$ cat config.mk
export PLATFORM = sky130hd
export DESIGN_NAME = uart_param_core_flat
export DESIGN_NICKNAME = d
export VERILOG_FILES = /design/src/rtl/uart_param_core_if.sv /design/src/rtl/uart_param_core.sv /design/src/flat_wrapper.sv
export SDC_FILE = /design/constraint.sdc
export NUM_CORES = 1
export LEC_CHECK = 0
export BUFFER_PORTS_ARGS = -buffer_cell sky130_fd_sc_hd__buf_2
export CORE_ASPECT_RATIO = 2
export CORE_UTILIZATION = 60
export DETAILED_ROUTE_END_ITERATION = 8
export GPL_TIMING_DRIVEN = 0
export PLACE_DENSITY = 0.79
export SLEW_MARGIN = 10
export SYNTH_ARGS = -nofsm -noshare
export SYNTH_HDL_FRONTEND = slang
export SYNTH_SLANG_ARGS = --single-unit
$ cat constraint.sdc
create_clock -name clk -period 5.6 [get_ports clk]
set_clock_uncertainty 0.2 [all_clocks]
set_input_delay 0.56 -clock clk [delete_from_list [all_inputs] [get_ports clk]]
set_output_delay 0.56 -clock clk [all_outputs]
set_load 0.05 [all_outputs]
$ cat src/rtl/uart_param_core_if.sv
// uart_param_core_if: parallel-side bundle of the UART core.
//   tx_data/tx_valid/tx_ready : transmit valid/ready handshake
//   rx_data/rx_valid          : received payload plus one-cycle completion pulse
//   rx_frame_err/rx_parity_err: error flags, meaningful only while rx_valid=1
// The "master" modport is the user side, "slave" is the core side.
interface uart_param_core_if #(
  parameter int DATA_BITS = 8
) ();
  logic [DATA_BITS-1:0] tx_data;
  logic                 tx_valid;
  logic                 tx_ready;
  logic [DATA_BITS-1:0] rx_data;
  logic                 rx_valid;
  logic                 rx_frame_err;
  logic                 rx_parity_err;

  modport master (
    output tx_data, tx_valid,
    input  tx_ready, rx_data, rx_valid, rx_frame_err, rx_parity_err
  );

  modport slave (
    input  tx_data, tx_valid,
    output tx_ready, rx_data, rx_valid, rx_frame_err, rx_parity_err
  );
endinterface

$ cat src/rtl/uart_param_core.sv
// uart_param_core: parametrised full-duplex UART (data bits, parity, stop bits).
// Ports:
//   clk  : system clock
//   rst  : synchronous active-high reset; aborts any frame in flight
//   bus  : uart_param_core_if.slave (tx handshake, rx payload and flags)
//   tx   : serial output, idles high
//   rx   : serial input, asynchronous to clk
module uart_param_core #(
  parameter int CLK_FREQ   = 27000000,
  parameter int BAUD       = 9600,
  parameter int OVERSAMPLE = 16,
  parameter int DATA_BITS  = 8,
  parameter int PARITY     = 0,
  parameter int STOP_BITS  = 1
) (
  input  logic              clk,
  input  logic              rst,
  uart_param_core_if.slave  bus,
  output logic              tx,
  input  logic              rx
);
  localparam int DIV      = (CLK_FREQ + (BAUD * OVERSAMPLE) / 2) / (BAUD * OVERSAMPLE);
  localparam int BIT_CLKS = DIV * OVERSAMPLE;
  localparam int DIV_W    = (DIV > 1) ? $clog2(DIV) : 1;
  localparam int BIT_W    = $clog2(BIT_CLKS);
  localparam int OS_W     = $clog2(OVERSAMPLE);

  if (DATA_BITS < 5 || DATA_BITS > 9) begin : g_bad_data_bits
    $error("uart_param_core: DATA_BITS must be in 5..9");
  end
  if (STOP_BITS < 1 || STOP_BITS > 2) begin : g_bad_stop_bits
    $error("uart_param_core: STOP_BITS must be 1 or 2");
  end
  if (PARITY < 0 || PARITY > 2) begin : g_bad_parity
    $error("uart_param_core: PARITY must be 0, 1 or 2");
  end
  if ((OVERSAMPLE % 2) != 0 || OVERSAMPLE < 8) begin : g_bad_oversample
    $error("uart_param_core: OVERSAMPLE must be even and at least 8");
  end

  // Parity bit for a payload: even -> XOR of data, odd -> its inverse.
  function automatic logic parity_bit(input logic [DATA_BITS-1:0] d);
    if (PARITY == 1) begin
      parity_bit = ~(^d);
    end else begin
      parity_bit = ^d;
    end
  endfunction

  typedef enum logic [2:0] {TX_IDLE, TX_START, TX_DATA, TX_PARITY, TX_STOP} tx_state_e;
  typedef enum logic [2:0] {RX_IDLE, RX_START, RX_DATA, RX_PARITY, RX_STOP, RX_WAIT_IDLE} rx_state_e;

  logic [DIV_W-1:0]     div_cnt_q, div_cnt_d;
  logic                 tick_s;
  logic                 rx_meta_q, rx_sync_q;

  tx_state_e            tx_state_q, tx_state_d;
  logic [BIT_W-1:0]     tx_cnt_q, tx_cnt_d;
  logic [3:0]           tx_idx_q, tx_idx_d;
  logic [DATA_BITS-1:0] tx_shift_q, tx_shift_d;
  logic                 tx_par_q, tx_par_d;
  logic                 tx_q, tx_d;
  logic                 tx_ready_q, tx_ready_d;
  logic                 tx_bit_end_s;

  rx_state_e            rx_state_q, rx_state_d;
  logic [OS_W-1:0]      rx_tcnt_q, rx_tcnt_d;
  logic [3:0]           rx_idx_q, rx_idx_d;
  logic [DATA_BITS-1:0] rx_shift_q, rx_shift_d;
  logic                 rx_par_q, rx_par_d;
  logic                 rx_low_seen_q, rx_low_seen_d;
  logic [DATA_BITS-1:0] rx_data_q, rx_data_d;
  logic                 rx_valid_q, rx_valid_d;
  logic                 rx_ferr_q, rx_ferr_d;
  logic                 rx_perr_q, rx_perr_d;
  logic                 rx_center_s;

  // Free-running oversample tick divider.
  always_comb begin
    if (div_cnt_q == DIV_W'(DIV - 1)) begin
      tick_s    = 1'b1;
      div_cnt_d = '0;
    end else begin
      tick_s    = 1'b0;
      div_cnt_d = div_cnt_q + 1'b1;
    end
  end

  // Tick divider and rx double-flop synchroniser (line idles high).
  always_ff @(posedge clk) begin
    if (rst) begin
      div_cnt_q <= '0;
      rx_meta_q <= 1'b1;
      rx_sync_q <= 1'b1;
    end else begin
      div_cnt_q <= div_cnt_d;
      rx_meta_q <= rx;
      rx_sync_q <= rx_meta_q;
    end
  end

  // TX next state. TX times bits in whole clocks so every bit, including the
  // start bit launched on the handshake edge, lasts exactly OVERSAMPLE ticks.
  always_comb begin
    tx_state_d   = tx_state_q;
    tx_idx_d     = tx_idx_q;
    tx_shift_d   = tx_shift_q;
    tx_par_d     = tx_par_q;
    tx_d         = tx_q;
    tx_ready_d   = tx_ready_q;
    tx_bit_end_s = (tx_cnt_q == BIT_W'(BIT_CLKS - 1));
    if (tx_state_q == TX_IDLE || tx_bit_end_s) begin
      tx_cnt_d = '0;
    end else begin
      tx_cnt_d = tx_cnt_q + 1'b1;
    end
    case (tx_state_q)
      TX_IDLE: begin
        if (bus.tx_valid && tx_ready_q) begin
          tx_shift_d = bus.tx_data;
          tx_par_d   = parity_bit(bus.tx_data);
          tx_d       = 1'b0;
          tx_ready_d = 1'b0;
          tx_state_d = TX_START;
        end else begin
          tx_d       = 1'b1;
          tx_ready_d = 1'b1;
        end
      end
      TX_START: begin
        if (tx_bit_end_s) begin
          tx_d       = tx_shift_q[0];
          tx_idx_d   = 4'd0;
          tx_state_d = TX_DATA;
        end else begin
          tx_d = 1'b0;
        end
      end
      TX_DATA: begin
        if (tx_bit_end_s) begin
          tx_shift_d = {1'b0, tx_shift_q[DATA_BITS-1:1]};
          if (tx_idx_q == 4'(DATA_BITS - 1)) begin
            tx_idx_d = 4'd0;
            if (PARITY != 0) begin
              tx_d       = tx_par_q;
              tx_state_d = TX_PARITY;
            end else begin
              tx_d       = 1'b1;
              tx_state_d = TX_STOP;
            end
          end else begin
            tx_idx_d = tx_idx_q + 1'b1;
            tx_d     = tx_shift_q[1];
          end
        end else begin
          tx_d = tx_q;
        end
      end
      TX_PARITY: begin
        if (tx_bit_end_s) begin
          tx_d       = 1'b1;
          tx_idx_d   = 4'd0;
          tx_state_d = TX_STOP;
        end else begin
          tx_d = tx_q;
        end
      end
      TX_STOP: begin
        if (tx_bit_end_s && tx_idx_q == 4'(STOP_BITS - 1)) begin
          tx_ready_d = 1'b1;
          tx_state_d = TX_IDLE;
        end else if (tx_bit_end_s) begin
          tx_idx_d = tx_idx_q + 1'b1;
        end else begin
          tx_d = 1'b1;
        end
      end
      default: begin
        tx_d       = 1'b1;
        tx_ready_d = 1'b1;
        tx_state_d = TX_IDLE;
      end
    endcase
  end

  // TX state register; tx and tx_ready come straight from flops.
  always_ff @(posedge clk) begin
    if (rst) begin
      tx_state_q <= TX_IDLE;
      tx_cnt_q   <= '0;
      tx_idx_q   <= 4'd0;
      tx_shift_q <= '0;
      tx_par_q   <= 1'b0;
      tx_q       <= 1'b1;
      tx_ready_q <= 1'b1;
    end else begin
      tx_state_q <= tx_state_d;
      tx_cnt_q   <= tx_cnt_d;
      tx_idx_q   <= tx_idx_d;
      tx_shift_q <= tx_shift_d;
      tx_par_q   <= tx_par_d;
      tx_q       <= tx_d;
      tx_ready_q <= tx_ready_d;
    end
  end

  // RX next state: every sample point is a whole bit after the start-bit centre.
  always_comb begin
    rx_state_d    = rx_state_q;
    rx_tcnt_d     = rx_tcnt_q;
    rx_idx_d      = rx_idx_q;
    rx_shift_d    = rx_shift_q;
    rx_par_d      = rx_par_q;
    rx_low_seen_d = rx_low_seen_q;
    rx_data_d     = rx_data_q;
    rx_valid_d    = 1'b0;
    rx_ferr_d     = rx_ferr_q;
    rx_perr_d     = rx_perr_q;
    rx_center_s   = tick_s && (rx_tcnt_q == OS_W'(OVERSAMPLE - 1));
    if (tick_s && !rx_center_s) begin
      rx_tcnt_d = rx_tcnt_q + 1'b1;
    end else if (rx_center_s) begin
      rx_tcnt_d = '0;
    end else begin
      rx_tcnt_d = rx_tcnt_q;
    end
    case (rx_state_q)
      RX_IDLE: begin
        rx_tcnt_d = '0;
        if (tick_s && !rx_sync_q) begin
          rx_state_d = RX_START;
        end else begin
          rx_state_d = RX_IDLE;
        end
      end
      RX_START: begin
        // Half a bit after detection: a high line here means a glitch.
        if (tick_s && rx_tcnt_q == OS_W'(OVERSAMPLE / 2 - 1)) begin
          rx_tcnt_d = '0;
          rx_idx_d  = 4'd0;
          if (rx_sync_q) begin
            rx_state_d = RX_IDLE;
          end else begin
            rx_state_d = RX_DATA;
          end
        end else begin
          rx_state_d = RX_START;
        end
      end
      RX_DATA: begin
        if (rx_center_s) begin
          rx_shift_d = {rx_sync_q, rx_shift_q[DATA_BITS-1:1]};
          if (rx_idx_q == 4'(DATA_BITS - 1)) begin
            rx_state_d = (PARITY != 0) ? RX_PARITY : RX_STOP;
          end else begin
            rx_idx_d = rx_idx_q + 1'b1;
          end
        end else begin
          rx_state_d = RX_DATA;
        end
      end
      RX_PARITY: begin
        if (rx_center_s) begin
          rx_par_d   = rx_sync_q;
          rx_state_d = RX_STOP;
        end else begin
          rx_state_d = RX_PARITY;
        end
      end
      RX_STOP: begin
        if (rx_center_s) begin
          rx_valid_d    = 1'b1;
          rx_data_d     = rx_shift_q;
          rx_ferr_d     = ~rx_sync_q;
          rx_perr_d     = (PARITY != 0) && (rx_par_q != parity_bit(rx_shift_q));
          rx_low_seen_d = 1'b1;
          rx_state_d    = rx_sync_q ? RX_IDLE : RX_WAIT_IDLE;
        end else begin
          rx_state_d = RX_STOP;
        end
      end
      RX_WAIT_IDLE: begin
        // Leave only after a whole tick interval with the line high.
        if (tick_s) begin
          rx_low_seen_d = ~rx_sync_q;
          rx_state_d    = (!rx_low_seen_q && rx_sync_q) ? RX_IDLE : RX_WAIT_IDLE;
        end else begin
          rx_low_seen_d = rx_low_seen_q | ~rx_sync_q;
        end
      end
      default: begin
        rx_state_d = RX_IDLE;
      end
    endcase
  end

  // RX state register and registered receive outputs.
  always_ff @(posedge clk) begin
    if (rst) begin
      rx_state_q    <= RX_IDLE;
      rx_tcnt_q     <= '0;
      rx_idx_q      <= 4'd0;
      rx_shift_q    <= '0;
      rx_par_q      <= 1'b0;
      rx_low_seen_q <= 1'b0;
      rx_data_q     <= '0;
      rx_valid_q    <= 1'b0;
      rx_ferr_q     <= 1'b0;
      rx_perr_q     <= 1'b0;
    end else begin
      rx_state_q    <= rx_state_d;
      rx_tcnt_q     <= rx_tcnt_d;
      rx_idx_q      <= rx_idx_d;
      rx_shift_q    <= rx_shift_d;
      rx_par_q      <= rx_par_d;
      rx_low_seen_q <= rx_low_seen_d;
      rx_data_q     <= rx_data_d;
      rx_valid_q    <= rx_valid_d;
      rx_ferr_q     <= rx_ferr_d;
      rx_perr_q     <= rx_perr_d;
    end
  end

  assign tx                = tx_q;
  assign bus.tx_ready      = tx_ready_q;
  assign bus.rx_data       = rx_data_q;
  assign bus.rx_valid      = rx_valid_q;
  assign bus.rx_frame_err  = rx_ferr_q;
  assign bus.rx_parity_err = rx_perr_q;
endmodule

$ cat src/flat_wrapper.sv
// flat-port wrapper written by rule: the top's interface ports become plain ports
module uart_param_core_flat 
#(
  parameter int CLK_FREQ   = 27000000,
  parameter int BAUD       = 9600,
  parameter int OVERSAMPLE = 16,
  parameter int DATA_BITS  = 8,
  parameter int PARITY     = 0,
  parameter int STOP_BITS  = 1
)
  (clk, rst, tx, rx, bus_tx_data, bus_tx_valid, bus_tx_ready, bus_rx_data, bus_rx_valid, bus_rx_frame_err, bus_rx_parity_err);
  uart_param_core_if #(.DATA_BITS(DATA_BITS)) bus_i ();
  input  logic clk;
  input  logic rst;
  output logic tx;
  input  logic rx;
  input wire logic [$bits(bus_i.tx_data)-1:0] bus_tx_data;
  input wire logic [$bits(bus_i.tx_valid)-1:0] bus_tx_valid;
  output wire logic [$bits(bus_i.tx_ready)-1:0] bus_tx_ready;
  output wire logic [$bits(bus_i.rx_data)-1:0] bus_rx_data;
  output wire logic [$bits(bus_i.rx_valid)-1:0] bus_rx_valid;
  output wire logic [$bits(bus_i.rx_frame_err)-1:0] bus_rx_frame_err;
  output wire logic [$bits(bus_i.rx_parity_err)-1:0] bus_rx_parity_err;
  assign bus_i.tx_data = bus_tx_data;
  assign bus_i.tx_valid = bus_tx_valid;
  assign bus_tx_ready = bus_i.tx_ready;
  assign bus_rx_data = bus_i.rx_data;
  assign bus_rx_valid = bus_i.rx_valid;
  assign bus_rx_frame_err = bus_i.rx_frame_err;
  assign bus_rx_parity_err = bus_i.rx_parity_err;
  uart_param_core #(.CLK_FREQ(CLK_FREQ), .BAUD(BAUD), .OVERSAMPLE(OVERSAMPLE), .DATA_BITS(DATA_BITS), .PARITY(PARITY), .STOP_BITS(STOP_BITS)) u_core (.clk(clk), .rst(rst), .bus(bus_i), .tx(tx), .rx(rx));
endmodule
; ---- Word level (Yosys, flattened, before mapping)
; Index checks and enable logic that the tools add are counted.
[totals]
ff_bits = 69
in_bits = 12
out_inout_bits = 13
wordCells = 140
[classes]
addsub = 5
n_eq_ne = 31
mux = 50
n_bitwise = 4
n_reduce_logical = 33
[ops]
columns = cell, count
row1 = $mux 4, 11
row2 = $mux 3, 13
row3 = $ne 2x1->1 const B, 11
row4 = $pmux 3 s6, 1
row5 = $mux 8, 2
row6 = $pmux 4 s2, 2
row7 = $pmux 8 s2, 1
row8 = $pmux 3 s5, 1
row9 = $mux 1, 13
row10 = $add 12x1->12 const B, 1
row11 = $add 4x1->4 const B, 3
row12 = $eq 12x12->1 const B, 1
row13 = $eq 3x2->1 const B, 4
row14 = $eq 4x3->1 const B, 3
row15 = $pmux 4 s3, 1
row16 = $reduce_and 2->1, 5
row17 = $eq 3x3->1 const B, 3
row18 = $add 8x1->8 const B, 1
row19 = $eq 8x8->1 const B, 1
row20 = $ne 2x2->1 const B, 4
row21 = $reduce_and 4->1, 2
row22 = $reduce_or 2->1, 4
row23 = $logic_and 1x1->1, 7
row24 = $eq 3x1->1 const B, 2
row25 = 18 further kinds, 26

; ---- Depth between registers and ports, before layout
[depth]
ltp_word = 8
mapped_depth = 7
ltp_nobuf = 6

; ---- Worst setup path after synthesis
; OpenSTA, ideal clock, no wires.
[synth_timing]
path_type = register to register
startpoint = register u_core.tx_cnt_q[0]
endpoint = register u_core.tx_shift_q[5]
setup_ns = 0.139
arrival_time_ns = 1.740
required_time_ns = 5.261
slack_ns = 3.521
path_stages_with_launch = 8
path_buffers = 2
period_less_slack_ns = 2.079
path_cell_list = dfxtp_1 ha_1 nand3_1 or4b_1 buf_2 buf_6 a221oi_1 a311oi_1
[synth_via]
elab_chain_cells = 3
[synth_lines]
columns = element, line_no
row1 = "start, declared", uart_param_core.sv:58  ; logic [BIT_W-1:0] tx_cnt_q, tx_cnt_d;
row2 = "start signal, assigned", uart_param_core.sv:198  ; tx_cnt_q <= tx_cnt_d;
row3 = $eq 12x12->1, uart_param_core.sv:111  ; tx_bit_end_s = (tx_cnt_q == BIT_W'(BIT_CLKS - 1));
row4 = $ne 2x1->1 (no source line), -
row5 = $reduce_and 3->1 (no source line), -
row6 = "end signal, assigned", uart_param_core.sv:200  ; tx_shift_q <= tx_shift_d;
row7 = "end, declared", uart_param_core.sv:60  ; logic [DATA_BITS-1:0] tx_shift_q, tx_shift_d;
; Every way passes these cells.
; A chain may end at the register's enable or synchronous reset.

; ---- Worst setup path after layout
[layout_timing]
startpoint = register u_core.tx_cnt_q[0]
endpoint = register u_core.tx_cnt_q[9]
[layout_via]
elab_chain_cells = 3
word_cells_on_any_way = 4
classes_between = add/sub: 1 / eq/ne: 1 / reduce/logical: 2
[layout_lines]
columns = element
row1 = "parallel branches: the longest is 3 deep, another holds $add 12x1->12"
; Parallel ways; which one is timed is not known.

==> metrics <==
status finished, final reports clean; post-layout util 71.1%; vias in the first global route 2738; f_max 417 MHz; flops & latches, synth 69; Synthesized Nets between 300 and 400; Most used DFF post-synth dfxtp_1; IO Pins 25; chip height about 110 µm; Pins Over Slew Limit 0; FF-to-FF End u_core.tx_cnt_q[9]; CTS clock-pin slew for the worst setup and hold paths 0.07 ns; max-cap violations 0; DP HPWL about 5.1 mm; CTS Buf Count 9; Setup CP Type reg -> reg; Post-Layout Cell Count 470; DIE WIDTH roughly 54 µm; commonest non-fill, non-tap cells in the layout dfxtp_1 (69), nor2_1 (39), nand2_1 (29); row cnt 37; DRT Wirelength 7.19 mm; via density per instance around 6.0; PnR worst setup slack 3.20 ns; Core Area 5180 µm²; Syn Std Cell Area 3260 µm²; Layout Cell Area excl Fill approximately 3700 µm²; Yosys warnings 0; RSZ-0062 raised after global routing false; WL/cell 15.3 µm; largest net degree at the start of global routing 12; Arr. time, crit path 2.45 ns; port bufs 22; Crit Path Max Fanout 10; Unique masters post-synth 57; Avg Inst Size Synth slightly below 9 µm²; total global routing overflow 0; GRT Total Usage 27.8%; Tot Pwr 1.14 mW; cell area power density ~310 nW/µm²; ys async rst share 0%; Worst Setup EP u_core.tx_cnt_q[9]; GPL Wtd Cong 0.868; clk sinks 69; Cells after Synth 374; DR WL met2 3.84 mm; most frequent standard cell in the layout excluding fill and tap cells dfxtp_1; minimum clock period between 2 and 2.5 ns; CP Capture Type flip-flop; post-synthesis sequential area ratio 42.3%; Max transition margin 39.7%; M1 WL 2.85 mm; leakage power figure 1.42 nW; number of post-CTS setup repair buffers 0; Root Driver clkbuf_8; initial core utilization 62.9%; Hold Fails Final Rpt 0; routed wl met3 194 µm; worst slew pin tran 0.898 ns; drt drc 0; fin nets 425; Placement Setup Slack approximately 3.2 ns; FF-to-FF path depth 6; Reg2Reg Setup Slack approximately 3.2 ns; Post-CTS Resized 0; Max clock buf depth 2; routed vias 2831; first-pass GRT wire length 11.6 mm; Final setup viols 0; share of cells above drive strength 1 roughly 14%; DR iter-0 viols 114; synth-to-layout area growth 13.0%; uppermost layer routed met4; crit start category flip-flop; period utilization between 40 and 50%; TNS Setup 0 ns; DRT Pass-1 Iters 4; flip-flop and latch area 1380 µm²; fill cell count 399; DP Cell Count 454; htree depth 3; peak supply drop 0.000249 V; Final Hold Slack 0.177 ns; EDFF count, synth 0; hold bufs inserted after CTS 0; worst hold-check path type in -> reg; diode count 0; Cell Area, Placed 3440 µm²; CP required 5.65 ns; TritonCTS clock tree yes; area of the multi-input gates about 1700 µm²; Clock Latency Late Sink 0.37 ns; Final ANT Viol Nets 0; Worst Setup SP u_core.tx_cnt_q[0]; Die Area 5750 µm²; worst r2r src u_core.tx_cnt_q[0]; initial antenna violation count 0
area by class of cell:
class | count | share of cell area [%]
Buffer | 21 | 2.65
Tap cell | 58 | 1.97
Inverter | 16 | 1.63
Timing Repair Buffer | 22 | 2.99
Clock inverter | 4 | 2.58
Clock buffer | 12 | 3.94
Multi-Input combinational cell | 268 | 46.8
Sequential cell | 69 | 37.5
registers in the layout, summed over array words and instances (netlist names):
name and count:
u_core.bus.tx_ready 1, u_core.bus.rx_data 8, u_core.rx_idx_q 4, u_core.rx_sync_q 1, u_core.rx_meta_q 1, u_core.tx_idx_q 4
u_core.rx_shift_q 8, u_core.rx_state_q 3, u_core.bus.rx_valid 1, u_core.tx 1, u_core.tx_state_q 3, u_core.tx_cnt_q 12
u_core.rx_tcnt_q 4, u_core.rx_low_seen_q 1, u_core.tx_shift_q 8, u_core.div_cnt_q 8, u_core.bus.rx_frame_err 1
layer usage:
layer  vias up  track usage (%)
li1       1409                -
met1      1339             28.8
met2        60             46.6
met3        23             5.01
met4         0             19.6
met5         -                0
synth_stat cells, types with 3 or more instances:
master	n	area share, %
a211oi_1	5	1.2
a21o_1	3	0.69
a21oi_1	26	4.0
a221oi_1	7	1.9
a311oi_1	7	1.9
and2_1	3	0.58
and2b_1	3	0.69
and3b_1	3	0.81
and4_1	4	1.1
buf_2	6	0.92
clkbuf_1	12	1.4
dfxtp_1	69	42
ha_1	6	2.3
inv_1	16	1.8
mux2i_1	11	3.4
nand2_1	29	3.3
nand2b_1	4	0.77
nand3_1	17	2.6
nand4_1	11	2.1
nor2_1	39	4.5
nor2b_1	6	1.2
nor3_1	8	1.2
nor3b_1	3	0.69
o21ai_0	11	1.7
or2_2	4	0.77
or3_1	5	0.96
or3b_2	4	1.1
xnor2_1	5	1.3
xor2_1	12	3.2
report_power, final:
| part | total [mW] | internal (mW) | switching (mW) |
|---|---|---|---|
| Sequential | 0.524 | 0.510 | 0.0142 |
| Clock | 0.494 | 0.307 | 0.186 |
| Combinational | 0.118 | 0.0437 | 0.0740 |
| Total | 1.14 | 0.861 | 0.275 |
worst min-delay path by stage:
stage	slack (ns)	cells past startpoint	to	from
2_1_floorplan	0.19	1	u_core.rx_sync_q	u_core.rx_meta_q
3_3_place_gp	0.20	1	u_core.rx_sync_q	u_core.rx_meta_q
3_5_place_dp	0.20	1	u_core.rx_sync_q	u_core.rx_meta_q
4_1_cts	0.17	2	u_core.rx_meta_q	rx
5_1_grt	0.17	2	u_core.rx_meta_q	rx
6_report	0.18	2	u_core.rx_meta_q	rx
cell families (layout without fill, tap and decap cells):
| group | after synthesis | after routing | share of synthesized area, % |
|---|---|---|---|
| AOI/OAI and AO/OA | 75 | 75 | 15.7 |
| xor gates and xnor gates | 17 | 17 | 4.56 |
| adders and majority gates | 6 | 6 | 2.30 |
| buffers and inverters | 37 | 75 | 4.83 |
| DFF | 69 | 69 | 42.3 |
| muxes | 11 | 11 | 3.38 |
| other | 1 | 1 | 0.115 |
| and+or+nand+nor | 158 | 158 | 26.7 |
critical path: stages, from the launching register on:
cell and delay [ns]:
dfxtp_1 0.37, ha_1 0.22, nand3_1 0.17, nor3_1 0.77, or3_1 0.26, buf_2 0.23
nor2_1 0.07
(Power assumes the default switching activity.)
